File: src/rtl/tlc_phase_scheduler.sv
// Intersection phase scheduler: shares the crossing between the farm-road sensor and the
// pedestrian button, sequencing green/yellow/all-red phases off a single dwell counter.
module tlc_phase_scheduler #(
  parameter int unsigned CNT_W         = 31,
  parameter int unsigned HWY_MIN_GREEN = 8,
  parameter int unsigned FARM_GREEN    = 6,
  parameter int unsigned WALK_TIME     = 5,
  parameter int unsigned YELLOW_TIME   = 3,
  parameter int unsigned ALLRED_TIME   = 2
) (
  input  logic       Clk,
  input  logic       Rst,
  input  logic       farmSensor,
  input  logic       pedButton,
  output logic [1:0] highwaySignal,
  output logic [1:0] farmSignal,
  output logic       walkSignal,
  output logic [2:0] state,
  output logic       farmPending,
  output logic       pedPending
);

  typedef enum logic [2:0] {
    StHg   = 3'd0,
    StHy   = 3'd1,
    StAr1  = 3'd2,
    StFg   = 3'd3,
    StFy   = 3'd4,
    StWalk = 3'd5,
    StAr2  = 3'd6,
    StBad  = 3'd7
  } state_e;

  localparam logic [1:0] LampGreen  = 2'b00;
  localparam logic [1:0] LampYellow = 2'b01;
  localparam logic [1:0] LampRed    = 2'b10;

  // Last count value of each phase; a phase of dwell T exits when the count reaches T-1.
  localparam logic [CNT_W-1:0] HwyLast    = CNT_W'(HWY_MIN_GREEN - 1);
  localparam logic [CNT_W-1:0] FarmLast   = CNT_W'(FARM_GREEN - 1);
  localparam logic [CNT_W-1:0] WalkLast   = CNT_W'(WALK_TIME - 1);
  localparam logic [CNT_W-1:0] YellowLast = CNT_W'(YELLOW_TIME - 1);
  localparam logic [CNT_W-1:0] AllredLast = CNT_W'(ALLRED_TIME - 1);

  state_e           r_state;
  state_e           w_state_next;
  logic [CNT_W-1:0] r_count;
  logic [CNT_W-1:0] w_count_next;
  logic [CNT_W-1:0] w_dwell_last;
  logic             w_dwell_done;
  logic             r_farm_pend;
  logic             r_ped_pend;
  logic             r_last_farm;
  logic             w_farm_pend_next;
  logic             w_ped_pend_next;
  logic             w_last_farm_next;
  logic             w_grant_farm;
  logic             w_grant_ped;

  always_ff @(posedge Clk or negedge Rst) begin
    if (!Rst) begin
      r_state     <= StHg;
      r_count     <= '0;
      r_farm_pend <= 1'b0;
      r_ped_pend  <= 1'b0;
      r_last_farm <= 1'b0;
    end else begin
      r_state     <= w_state_next;
      r_count     <= w_count_next;
      r_farm_pend <= w_farm_pend_next;
      r_ped_pend  <= w_ped_pend_next;
      r_last_farm <= w_last_farm_next;
    end
  end

  always_comb begin
    w_dwell_last = '1;
    case (r_state)
      StHg:        w_dwell_last = HwyLast;
      StHy, StFy:  w_dwell_last = YellowLast;
      StAr1, StAr2: w_dwell_last = AllredLast;
      StFg:        w_dwell_last = FarmLast;
      StWalk:      w_dwell_last = WalkLast;
      default:     w_dwell_last = '1;
    endcase
  end

  assign w_dwell_done = (r_count == w_dwell_last);

  always_comb begin
    w_state_next = r_state;
    w_grant_farm = 1'b0;
    w_grant_ped  = 1'b0;
    case (r_state)
      StHg: begin
        if ((r_count >= HwyLast) && (r_farm_pend || r_ped_pend)) w_state_next = StHy;
      end
      StHy:   if (w_dwell_done) w_state_next = StAr1;
      StAr1: begin
        if (w_dwell_done) begin
          // On a tie, serve whoever was not served last.
          if (r_farm_pend && (!r_ped_pend || !r_last_farm)) begin
            w_state_next = StFg;
            w_grant_farm = 1'b1;
          end else if (r_ped_pend) begin
            w_state_next = StWalk;
            w_grant_ped  = 1'b1;
          end else begin
            w_state_next = StAr2;
          end
        end
      end
      StFg:   if (w_dwell_done) w_state_next = StFy;
      StFy:   if (w_dwell_done) w_state_next = StAr2;
      StWalk: if (w_dwell_done) w_state_next = StAr2;
      StAr2:  if (w_dwell_done) w_state_next = StHg;
      default: w_state_next = StHg;
    endcase
  end

  always_comb begin
    w_count_next = r_count;
    if (w_state_next != r_state) begin
      w_count_next = '0;
    end else if (r_count != '1) begin
      w_count_next = r_count + 1'b1;
    end
  end

  always_comb begin
    w_farm_pend_next = r_farm_pend;
    w_ped_pend_next  = r_ped_pend;
    w_last_farm_next = r_last_farm;
    if (farmSensor && (r_state != StFg) && (r_state != StFy)) w_farm_pend_next = 1'b1;
    if (pedButton && (r_state != StWalk)) w_ped_pend_next = 1'b1;
    if (w_grant_farm) begin
      w_farm_pend_next = 1'b0;
      w_last_farm_next = 1'b1;
    end
    if (w_grant_ped) begin
      w_ped_pend_next  = 1'b0;
      w_last_farm_next = 1'b0;
    end
  end

  always_comb begin
    highwaySignal = LampRed;
    farmSignal    = LampRed;
    walkSignal    = 1'b0;
    case (r_state)
      StHg:   highwaySignal = LampGreen;
      StHy:   highwaySignal = LampYellow;
      StFg:   farmSignal    = LampGreen;
      StFy:   farmSignal    = LampYellow;
      StWalk: walkSignal    = 1'b1;
      default: ;
    endcase
  end

  assign state       = r_state;
  assign farmPending = r_farm_pend;
  assign pedPending  = r_ped_pend;

endmodule

File: config.mk
export PLATFORM = sky130hd
export DESIGN_NAME = tlc_phase_scheduler
export DESIGN_NICKNAME = d
export VERILOG_FILES = /design/src/rtl/tlc_phase_scheduler.sv
export SDC_FILE = /design/constraint.sdc
export NUM_CORES = 1
export LEC_CHECK = 0
export CORE_ASPECT_RATIO = 0.7
export CORE_MARGIN = 4
export CORE_UTILIZATION = 64
export CTS_CLUSTER_DIAMETER = 120
export DETAILED_ROUTE_END_ITERATION = 8
export MAX_ROUTING_LAYER = met4
export PLACE_DENSITY = 0.85
export SLEW_MARGIN = 10
export SYNTH_ARGS = -nofsm -noshare
export SYNTH_HDL_FRONTEND = slang
export SYNTH_SLANG_ARGS = --single-unit
export TNS_END_PERCENT = 30
File: constraint.sdc
create_clock -name Clk -period 3.45 [get_ports Clk]
set_input_delay 0.69 -clock Clk [delete_from_list [all_inputs] [get_ports Clk]]
set_output_delay 0.69 -clock Clk [all_outputs]
set_load 0.01 [all_outputs]
==> results.py <==
metrics = {
    "floorplan": {
        "die_y_um": 59.79,
        "die_area_sq_um": 4902,
        "die_width_um": 81.99,
        "core.rowCount": 18,
        "core-area_sq_um": 3603,
        "ioPinCount": 14,
        "initial_utilization_pct": 68.06,
    },
    "synthesis": {
        "synth-edff-count": 0,
        "postSynth.asyncResetShare_pct": 100.0,
        "synthMostInstantiatedCell": "nor3_1",
        "synth_seq_cells": 37,
        "synth_sequential_area_ratio_pct": 37.76,
        "synth_cell_types": 50,
        "synth.net_count": 275,
        "ys_warn_count": 0,
        "synth_top_cells_by_area": "dfrtp_1, nor3_1, xnor2_1",
        "synth_area_sq_um": 2452,
        "synthDominantAreaCellType": "dfrtp_1",
        "netlist_top_cells_count": "nor3_1, dfrtp_1, nor2_1, xnor2_1, nand2_1",
        "synth_top_cell_area_share_pct": 37.76,
        "syn-mean-instance-area_sq_um": 9.083,
        "postSynth.topFlopCell": "dfrtp_1",
        "postSynthCellCount": 270,
    },
    "clocking": {
        "cts_made_buffers": 5,
        "worst_skew_pair.late_latency_ns": 0.29,
        "clkTransAtPathRegs_ns": 0.07,
        "ctsHtreeMaxLevel": 2,
        "cts_max_path_buffers": 2,
        "post_cts_resize_count": 0,
        "cts_tree": "yes",
        "tritoncts_num_sinks": 37,
        "ctsRootBufferMaster": "clkbuf_8",
        "cts_hold_buf": 0,
        "cts_setup_buffers": 0,
    },
    "detailed_routing": {
        "num_vias": 2110,
        "drc": 0,
        "wl_um": 5574,
        "route.detailed.wl_per_inst_um": 17.31,
        "dr.pass1.iters": 5,
        "route.detailed.vias_per_inst": 6.553,
        "drt_iter0_markers": 252,
        "antenna_violating_nets_post_route": 0,
    },
    "layout": {
        "share_of_cells_above_drive_strength_1_pct": 8.088,
        "end_of_flow_core_utilization_pct": 72.57,
        "num-nets-final": 278,
        "insertedDiodeCount": 0,
        "area_growth_pct": 6.633,
    },
    "job": {
        "maxCapViolCount": 0,
    },
    "timing": {
        "timing.setup.tns_ns": 0,
        "grt_setup_unrepaired": "false",
        "final.period_utilization_pct": 83.78,
        "final_max_slew_viol_count": 0,
        "timing_hold_violations_final": 0,
        "min_cycle_time_layout_ns": 2.890,
        "clock_skew_ns": 0.009468,
        "final.setup.worst_slack_ns": 0.5598,
        "fmax_ghz": 0.3460,
        "actual_transition_at_the_worst_max_transition_pin_ns": 0.9614,
        "setup_violations": 0,
        "max-slew-margin-rel_pct": 35.43,
    },
    "global_route": {
        "antenna_found_initial": 0,
        "groute.usage.overall_pct": 26.69,
        "gr-total-overflow": 0,
        "first_global_vias": 1932,
        "grt_first_pass_wirelength_um": 9528,
        "pin_count_of_the_biggest_net_entering_global_routing": 38,
    },
    "placement": {
        "io_buffer_count": 13,
        "dpl.hpwl_um": 3865,
        "gp_congestion": 0.8860,
        "placement.setup.worst_slack_ns": 0.6505,
    },
    "critical_path": {
        "timing.reg2reg.setup_slack_ns": 0.56,
        "cp.required_ns": 3.59,
        "worst-r2r-cell-count": 7,
        "timing.critical_path.slowest_stage_cell": "nor4_4",
        "timing.rr.end": "r_count[15]",
        "type_of_the_worst_setup_path": "flop to flop",
        "critical_path.max_fanout": 17,
        "critical_path.endpoint_type": "flop",
        "rr_startpoint": "r_count[0]",
        "critical_path_arrival_ns": 3.03,
        "critical_path.cell_chain": "ha_1, and3_1, nand4_1, nor4_4, nand4b_1, xor2_1, nor3_1",
        "max_stage_delay_ns": 0.76,
        "critical_path.startpoint_type": "flop",
    },
    "power_and_ir_drop": {
        "power.ir.vdd_worst_mv": 0.5123,
        "power_density_nw_per_um2": 645.3,
        "p_total_mw": 1.687,
        "power_leakage_nw": 1.031,
    },
    "run_status": {
        "run_status": "finished clean",
    },
    "hold_path": {
        "min_path_type": "input pin to async pin",
    },
}
[layer usage]
| layer | track usage [%] | part of all wire (%) |
|---|---|---|
| met1 | 39.81 | 48 |
| met2 | 36.59 | 45 |
| met3 | 4.970 | 6.0 |
| met4 | 7.820 | 1.4 |
| met5 | - | 0 |
[stage by stage]
stage / hold WS, ns / instances / instance area [sq um]
floorplan: 0.3944 / 270 / 2452
global placement: 0.5701 / 316 / 2541
detailed placement: 0.5755 / 316 / 2541
CTS: 0.5190 / 322 / 2615
global route: 0.5745 / 322 / 2615
finish: 0.4934 / 322 / 2615
[power breakdown]
part	switching, mW	internal, mW
clock network	0.142	0.133
logic	0.471	0.318
registers	0.138	0.485
total	0.751	0.936
[worst max path at each step]
stage | slack (ns) | to | startpoint | cells past startpoint
detailed placement | 0.65 | r_count[15] | r_count[1] | 7
global route | 0.42 | r_count[15] | r_count[1] | 7
floorplan | 1.36 | r_count[1] | r_count[0] | 8
finish | 0.56 | r_count[15] | r_count[0] | 7
global placement | 1.01 | r_count[15] | r_count[1] | 7
CTS | 0.63 | r_count[15] | r_count[1] | 7
[state kept, by name, summed over array words and instances, names as in the netlist]
name,flops
r_count,31
state,3
farmPending,1
pedPending,1
r_last_farm,1
[placed cells by master (no fill, tap or decap), types with 2 or more instances in the layout]
cell type / synthesis / final
nand3_1: 13 / 13
a21oi_1: 6 / 6
and4_1: 5 / 5
dfrtp_1: 37 / 37
or2_1: 2 / 2
and3_1: 6 / 6
nor3_1: 42 / 42
mux2i_1: 2 / 2
a31oi_1: 3 / 3
xor2_1: 11 / 11
nand4_1: 11 / 11
nor3b_1: 2 / 2
nand4b_1: 2 / 2
nand2_1: 16 / 16
nor4_2: 3 / 3
nor4_4: 2 / 2
clkdlybuf4s50_1: 0 / 12
inv_1: 6 / 6
xnor2_1: 19 / 19
clkbuf_8: 0 / 5
o21ai_0: 5 / 5
a31o_1: 2 / 2
nor4_1: 9 / 9
nor2b_1: 2 / 2
o21a_1: 2 / 2
nor2_1: 20 / 20
o2111ai_1: 2 / 2
buf_4: 4 / 2
[area by class of cell]
class	count	area, sq um
Clock buffer	5	68.82
Clock inverter	1	5.005
Fill cell	274	988.4
Inverter	6	22.52
Multi-Input combinational cell	208	1390
Sequential cell	37	925.9
Tap cell	50	62.56
Timing Repair Buffer	15	140.1
[critical path, delay by kind of cell, from the launching register on]
family        cells  cell delay (ns)
flops             1             0.50
fa+ha+maj         1             0.25
xor+xnor          1             0.07
simple gates      5             1.91
[kinds of logic (layout without fill, tap and decap cells)]
family                   Yosys count  in the layout  share of synthesized area (%)
AO/OA/AOI/OAI                     32             32                          10.66
AND/OR/NAND/NOR                  143            143                          33.98
XOR/XNOR                          30             30                          10.71
flip-flops                        37             37                          37.76
buffers and inverters             25             27                          5.561
multiplexers                       2              2                         0.8164
adder cells (fa/ha/maj)            1              1                         0.5101
No activity file was read; power rests on OpenSTA's default activity.
